<file path="src/rtl/blink_sequencer_if.sv">
// Configuration channel into blink_sequencer: mode and timing fields on a valid/ready handshake.
// The source holds every field stable while cfg_valid is high and cfg_ready is low.
interface blink_sequencer_if #(
   parameter int CNT_W   = 24,
   parameter int BURST_W = 4
);
   logic               cfg_valid;
   logic               cfg_ready;
   logic [1:0]         cfg_mode;
   logic [CNT_W-1:0]   cfg_half_period;
   logic [BURST_W-1:0] cfg_burst_count;
   logic [BURST_W-1:0] cfg_gap_halves;

   modport master (
      output cfg_valid, cfg_mode, cfg_half_period, cfg_burst_count, cfg_gap_halves,
      input  cfg_ready
   );

   modport slave (
      input  cfg_valid, cfg_mode, cfg_half_period, cfg_burst_count, cfg_gap_halves,
      output cfg_ready
   );
endinterface

</file>
<file path="src/rtl/blink_sequencer.sv">
// Prescaled LED pacing: OFF / ON / BLINK / BURST patterns, led_req and tick registered one cycle after the deciding edge.
// Config is refused (cfg_ready=0) only while a burst's pulse phase runs; an accept overrides any same-cycle boundary.
module blink_sequencer #(
   parameter int CNT_W               = 24,
   parameter int BURST_W             = 4,
   parameter int DEFAULT_HALF_PERIOD = 12500000
) (
   input  logic             clk,
   input  logic             rst,
   blink_sequencer_if.slave cfg,
   output logic             led_req,
   output logic             tick,
   output logic             busy
);
   typedef enum logic [2:0] {
      S_OFF,
      S_ON,
      S_BLINK,
      S_B_PULSE,
      S_B_GAP
   } state_t;

   localparam logic [1:0]         MODE_OFF   = 2'd0;
   localparam logic [1:0]         MODE_ON    = 2'd1;
   localparam logic [1:0]         MODE_BLINK = 2'd2;
   localparam logic [1:0]         MODE_BURST = 2'd3;
   localparam logic [CNT_W-1:0]   DEF_HP     = CNT_W'(DEFAULT_HALF_PERIOD);
   localparam logic [CNT_W-1:0]   CNT_ONE    = CNT_W'(1);
   localparam logic [BURST_W-1:0] B_ONE      = BURST_W'(1);

   state_t             state_q, state_d;
   logic [CNT_W-1:0]   hp_q, hp_d;
   logic [CNT_W-1:0]   cnt_q, cnt_d;
   logic [BURST_W-1:0] burst_q, burst_d;
   logic [BURST_W-1:0] gap_q, gap_d;
   logic [BURST_W-1:0] pulse_cnt_q, pulse_cnt_d;
   logic [BURST_W-1:0] gap_cnt_q, gap_cnt_d;
   logic               led_q, led_d;
   logic               tick_q, tick_d;

   logic accept;
   logic counting;
   logic boundary;

   assign busy          = (state_q == S_B_PULSE);
   assign cfg.cfg_ready = ~busy;
   assign accept        = cfg.cfg_valid & ~busy;
   assign counting      = (state_q == S_BLINK) || (state_q == S_B_PULSE) || (state_q == S_B_GAP);
   assign boundary      = counting && (cnt_q == hp_q - CNT_ONE);
   assign led_req       = led_q;
   assign tick          = tick_q;

   always_comb begin
      state_d     = state_q;
      hp_d        = hp_q;
      burst_d     = burst_q;
      gap_d       = gap_q;
      pulse_cnt_d = pulse_cnt_q;
      gap_cnt_d   = gap_cnt_q;
      led_d       = led_q;
      tick_d      = 1'b0;
      cnt_d       = '0;
      if (counting && !boundary) begin
         cnt_d = cnt_q + CNT_ONE;
      end

      if (accept) begin
         // Zero clamps are applied once here so every later compare uses legal values.
         hp_d        = (cfg.cfg_half_period == '0) ? CNT_ONE : cfg.cfg_half_period;
         burst_d     = (cfg.cfg_burst_count == '0) ? B_ONE : cfg.cfg_burst_count;
         gap_d       = cfg.cfg_gap_halves;
         cnt_d       = '0;
         pulse_cnt_d = '0;
         gap_cnt_d   = '0;
         case (cfg.cfg_mode)
            MODE_ON: begin
               state_d = S_ON;
               led_d   = 1'b1;
            end
            MODE_BLINK: begin
               state_d = S_BLINK;
               led_d   = 1'b1;
            end
            MODE_BURST: begin
               state_d = S_B_PULSE;
               led_d   = 1'b1;
            end
            default: begin
               state_d = S_OFF;
               led_d   = 1'b0;
            end
         endcase
      end else if (boundary) begin
         tick_d = 1'b1;
         case (state_q)
            S_BLINK: begin
               led_d = ~led_q;
            end
            S_B_PULSE: begin
               led_d = ~led_q;
               // A falling edge closes one pulse; the last one hands the low half to the gap.
               if (led_q) begin
                  if (pulse_cnt_q + B_ONE == burst_q) begin
                     pulse_cnt_d = '0;
                     if (gap_q != '0) begin
                        state_d   = S_B_GAP;
                        gap_cnt_d = '0;
                     end
                  end else begin
                     pulse_cnt_d = pulse_cnt_q + B_ONE;
                  end
               end
            end
            S_B_GAP: begin
               led_d = 1'b0;
               if (gap_cnt_q == gap_q) begin
                  state_d     = S_B_PULSE;
                  led_d       = 1'b1;
                  gap_cnt_d   = '0;
                  pulse_cnt_d = '0;
               end else begin
                  gap_cnt_d = gap_cnt_q + B_ONE;
               end
            end
            default: begin
               led_d = led_q;
            end
         endcase
      end
   end

   always_ff @(posedge clk) begin
      if (rst) begin
         state_q     <= S_OFF;
         hp_q        <= DEF_HP;
         cnt_q       <= '0;
         burst_q     <= B_ONE;
         gap_q       <= '0;
         pulse_cnt_q <= '0;
         gap_cnt_q   <= '0;
         led_q       <= 1'b0;
         tick_q      <= 1'b0;
      end else begin
         state_q     <= state_d;
         hp_q        <= hp_d;
         cnt_q       <= cnt_d;
         burst_q     <= burst_d;
         gap_q       <= gap_d;
         pulse_cnt_q <= pulse_cnt_d;
         gap_cnt_q   <= gap_cnt_d;
         led_q       <= led_d;
         tick_q      <= tick_d;
      end
   end
endmodule

</file>
<file path="src/flat_wrapper.sv">
// flat-port wrapper written by rule: the top's interface ports become plain ports
module blink_sequencer_flat 
#(
   parameter int CNT_W               = 24,
   parameter int BURST_W             = 4,
   parameter int DEFAULT_HALF_PERIOD = 12500000
)
  (clk, rst, led_req, tick, busy, cfg_cfg_valid, cfg_cfg_mode, cfg_cfg_half_period, cfg_cfg_burst_count, cfg_cfg_gap_halves, cfg_cfg_ready);
  blink_sequencer_if #(.CNT_W(CNT_W), .BURST_W(BURST_W)) cfg_i ();
  input  logic clk;
  input  logic rst;
  output logic led_req;
  output logic tick;
  output logic busy;
  input wire logic [$bits(cfg_i.cfg_valid)-1:0] cfg_cfg_valid;
  input wire logic [$bits(cfg_i.cfg_mode)-1:0] cfg_cfg_mode;
  input wire logic [$bits(cfg_i.cfg_half_period)-1:0] cfg_cfg_half_period;
  input wire logic [$bits(cfg_i.cfg_burst_count)-1:0] cfg_cfg_burst_count;
  input wire logic [$bits(cfg_i.cfg_gap_halves)-1:0] cfg_cfg_gap_halves;
  output wire logic [$bits(cfg_i.cfg_ready)-1:0] cfg_cfg_ready;
  assign cfg_i.cfg_valid = cfg_cfg_valid;
  assign cfg_i.cfg_mode = cfg_cfg_mode;
  assign cfg_i.cfg_half_period = cfg_cfg_half_period;
  assign cfg_i.cfg_burst_count = cfg_cfg_burst_count;
  assign cfg_i.cfg_gap_halves = cfg_cfg_gap_halves;
  assign cfg_cfg_ready = cfg_i.cfg_ready;
  blink_sequencer #(.CNT_W(CNT_W), .BURST_W(BURST_W), .DEFAULT_HALF_PERIOD(DEFAULT_HALF_PERIOD)) u_core (.clk(clk), .rst(rst), .cfg(cfg_i), .led_req(led_req), .tick(tick), .busy(busy));
endmodule
</file>
<file path="config.mk">
export PLATFORM = sky130hd
export DESIGN_NAME = blink_sequencer_flat
export DESIGN_NICKNAME = d
export VERILOG_FILES = /design/src/rtl/blink_sequencer_if.sv /design/src/rtl/blink_sequencer.sv /design/src/flat_wrapper.sv
export SDC_FILE = /design/constraint.sdc
export NUM_CORES = 1
export LEC_CHECK = 0
export BUFFER_PORTS_ARGS = -buffer_cell sky130_fd_sc_hd__buf_2
export CORE_ASPECT_RATIO = 1.4
export CORE_UTILIZATION = 40
export DETAILED_ROUTE_END_ITERATION = 6
export GPL_ROUTABILITY_DRIVEN = 0
export MAX_ROUTING_LAYER = met4
export PLACE_DENSITY = 0.69
export SLEW_MARGIN = 20
export SYNTH_ARGS = -nofsm -noshare
export SYNTH_HDL_FRONTEND = slang
export SYNTH_SLANG_ARGS = --single-unit
</file>
<file path="constraint.sdc">
create_clock -name clk -period 3.5 [get_ports clk]
set_input_delay 0.7 -clock clk [delete_from_list [all_inputs] [get_ports clk]]
set_output_delay 0.7 -clock clk [all_outputs]
set_load 0.02 [all_outputs]
</file>
==> key figures <==
Synth
  • Asr flop ratio synth: 0
  • Synthesized area: 0.003876 sq mm
  • Mapped Cells: between 400 and 500
  • Avg Inst Size Synth: 7.911 sq um
  • Mux contribution to synthesized area: 0.002582
  • Sequential share of the synthesized area: 0.3564
  • Synth Area in Compound Gates: 0.1465
  • Yosys top cell area share: 0.3564
  • Synth Area in Adders: 0.01291
  • Largest family of logic cells by synthesized area: simple AND/OR/NAND/NOR gates
  • Synth Flop Type: dfxtp_1
  • Commonest cells in the netlist: dfxtp_1, nand2_1, nor2_1
  • XOR/XNOR Fraction of Synth Area: 0.1288
  • EDFF count, synth: 0
  • Synthesized flop and latch total: 69
  • Cell with the most instances after synthesis: dfxtp_1
  • Post-synth cell types: 58
  • Warnings from Yosys: 0
  • Synth area leader: dfxtp_1
  • Post-Synth Simple-Gate Area: 0.3083
  • Syn_nets: about 530
  • Top area cells in the synthesized netlist: dfxtp_1, xnor2_1, nand2_1, xor2_1, nor2_1

Power
  • Final Power: between 0.002 and 0.0025 W
  • Internal power: 0.001551 W
  • Combinational group share of total power: 0.117
  • Sw Ratio: 0.2395
  • Power Density: 437.6 mW/mm^2
  • Net switching power figure: 0.0004883 W
  • Leakage: 1.732 nW
  • Clock share of power: 0.471
  • Power share of the sequential group: 0.412
  • Maximum VDD drop: around 0.00027 V

Route
  • Antenna viol nets, final: 0
  • Pre-Repair DR Iteration Count: 4
  • Initial DRC count: 246
  • Vias: 3672
  • Via density: around 5.6
  • DRC violations left: 0
  • Drt wl/cell: 15.26 um
  • Final wirelength: 9932 um

Finish
  • # diodes: 0
  • Nets@finish: 578
  • Area Growth Syn to Fin: 20.21%
  • Fraction of layout cells with a size suffix above 1: 0.1793
  • Final Cell Area: 0.004659 sq mm

Clock network
  • CTS tree: yes
  • Clock-pin slew on the worst setup and hold paths: 0.05 ns
  • Root buffer cell: clkbuf_16
  • Num CTS Buffers: 9
  • H-tree depth: 3
  • Worst-skew pair later-pin latency: 0.34 ns
  • Sink Count: between 60 and 70
  • Maximum clock insertion buffer count: 2

Die
  • Core box area: 0.009459 sq mm
  • DIE AREA: approximately 0.010 sq mm
  • Ports: 41
  • Die H: around 120 um
  • Starting Density: 0.4098
  • Chip width: 85.20 um
  • # rows: 42

Run status
  • Status: finished, final reports clean

Worst setup path
  • CP Launch Point: u_core.hp_q[6]
  • Crit path capture: u_core.state_q[0]
  • Crit-path max FO: 7
  • Crit path capture type: flip-flop
  • Worst r2r src: u_core.hp_q[6]
  • Crit path required time: 3.73 ns
  • Crit Path Category: flip-flop to flip-flop
  • Reg-to-reg slack, setup: about 0.15 ns
  • Worst R2R Path Depth: 10
  • Reg2reg end: u_core.state_q[0]
  • Data arrival, critical path: ~3.6 ns
  • Startpoint Class: flip-flop

STA
  • Worst Slack Setup Final: ~0.15 ns
  • Worst slew pin tran: 0.7263 ns
  • Max-slew headroom: 0.5140
  • Peak Freq: 298.2 MHz
  • Period Utilization, post-route: 0.9582
  • Tmin final: 3.354 ns
  • Final hold violations: 0
  • Final TNS setup: 0 ns
  • Final Setup Violations: 0
  • RSZ-0062 raised after global routing: true
  • Slew Viols, Final: 0
  • Clock skew: 0.004821 ns

Placed design
  • Post-DP HPWL: 7592 um
  • DP Worst Slack: roughly 0.03 ns
  • Placed cell areas: 0.004287 sq mm
  • Port Buffers: 40

Global route
  • Pin count of the biggest net entering global routing: 30
  • Initial antenna violation count: 0
  • First-pass GRT wire length: around 17000 um
  • Grt ovf: 0
  • Global Route Usage Sum: 0.2177
  • Vias in the first global route: 3657

Hold path
  • Min-Delay Path Class: flip-flop to flip-flop

Run
  • Max-cap violations: 0
[through the flow]
stage / hold WS [ns] / std cells / util
after global placement: 0.4577 / 636 / 0.4532
after detailed placement: 0.4615 / 636 / 0.4532
final: 0.4656 / 651 / 0.4926
after CTS: 0.4690 / 651 / 0.4864
after global routing: 0.4857 / 651 / 0.4926
after floorplan: 0.4357 / 490 / -
[cells in the final DEF (no fill, tap or decap), types with 3 or more instances in the layout]
cell / Yosys / layout
nor2_1: 50 / 49
or3_1: 9 / 8
nand2_1: 65 / 65
or4_4: 1 / 4
nand4_1: 4 / 4
ha_1: 4 / 3
a41oi_1: 3 / 3
nor3_1: 13 / 12
xor2_1: 22 / 22
a22o_1: 9 / 9
xnor2_1: 35 / 35
a211oi_1: 6 / 6
nand3b_1: 12 / 12
dfxtp_1: 69 / 69
and3_1: 12 / 12
nor4_2: 2 / 3
clkinv_2: 0 / 3
buf_4: 0 / 22
nor4_1: 12 / 10
a21oi_1: 25 / 25
nand3_1: 21 / 21
nand2b_1: 3 / 3
o21ai_0: 16 / 16
buf_2: 3 / 40
clkbuf_16: 0 / 9
inv_1: 16 / 16
and2_1: 4 / 4
nor2b_1: 4 / 4
or4_1: 12 / 9
[final cells by class]
class / instances / area, sq um
Clock inverter: 5 / 75.07
Fill cell: 918 / 4800
Clock buffer: 10 / 239.0
Multi-Input combinational cell: 378 / 2381
Timing Repair Buffer: 63 / 385.4
Tap cell: 110 / 137.6
Sequential cell: 69 / 1381
Inverter: 16 / 60.06
[worst max-delay path: stages (launching register included)]
cell	delay, ns
dfxtp_1	0.31
or4_4	0.56
or3_4	0.40
buf_4	0.17
nor4_4	0.14
xnor2_1	0.11
o22ai_1	0.20
o2111ai_2	0.19
or4_4	0.59
a21o_1	0.23
a2111oi_2	0.35
[registers in the layout, indices dropped and copies added (netlist names)]
signal and cells:
u_core.tick 1, u_core.gap_cnt_q 4, u_core.cnt_q 24, u_core.state_q 3
u_core.pulse_cnt_q 4, u_core.gap_q 4, u_core.burst_q 4, u_core.hp_q 24
u_core.led_req 1
[repair_timing]
item                                    in CTS  in global routing
hold buffers                                 0                  0
setup buffers                                0                  0
endpoints found under the setup margin       0                 10
gates resized for setup                      0                 12
[metal layers]
layer  track usage  wire length (um)  up-vias
met5             -                 0        -
met3       0.04539               248       27
li1              -                 -     1824
met1        0.2203              3951     1750
met2        0.3876              5384       71
met4        0.1155               348        0
[power by group through the flow]
stage	Clock (W)	Sequential, W	Combinational (W)
3_3_place_gp	0	0.000856	0.000226
6_report	0.000960	0.000841	0.000238
2_1_floorplan	0	0.000853	0.000144
5_1_grt	0.00101	0.000844	0.000264
4_1_cts	0.000980	0.000840	0.000232
3_5_place_dp	0	0.000857	0.000230
[worst min-delay path by stage]
stage | end | cells past startpoint | start
global placement | u_core.burst_q[3] | 2 | u_core.burst_q[3]
global route | u_core.burst_q[3] | 2 | u_core.burst_q[3]
finish | u_core.burst_q[3] | 2 | u_core.burst_q[3]
detailed placement | u_core.burst_q[3] | 2 | u_core.burst_q[3]
floorplan | u_core.cnt_q[0] | 1 | u_core.cnt_q[0]
CTS | u_core.burst_q[3] | 2 | u_core.burst_q[3]
[kinds of logic (layout without fill, tap and decap cells)]
group,Yosys count,count (layout)
and+or+nand+nor,232,232
muxes,1,1
AOI/OAI and AO/OA,84,84
DFF,69,69
xor gates and xnor gates,57,57
buffers and inverters,43,94
adders and majority gates,4,4
Note: power is estimated with default switching activity, not from simulation.
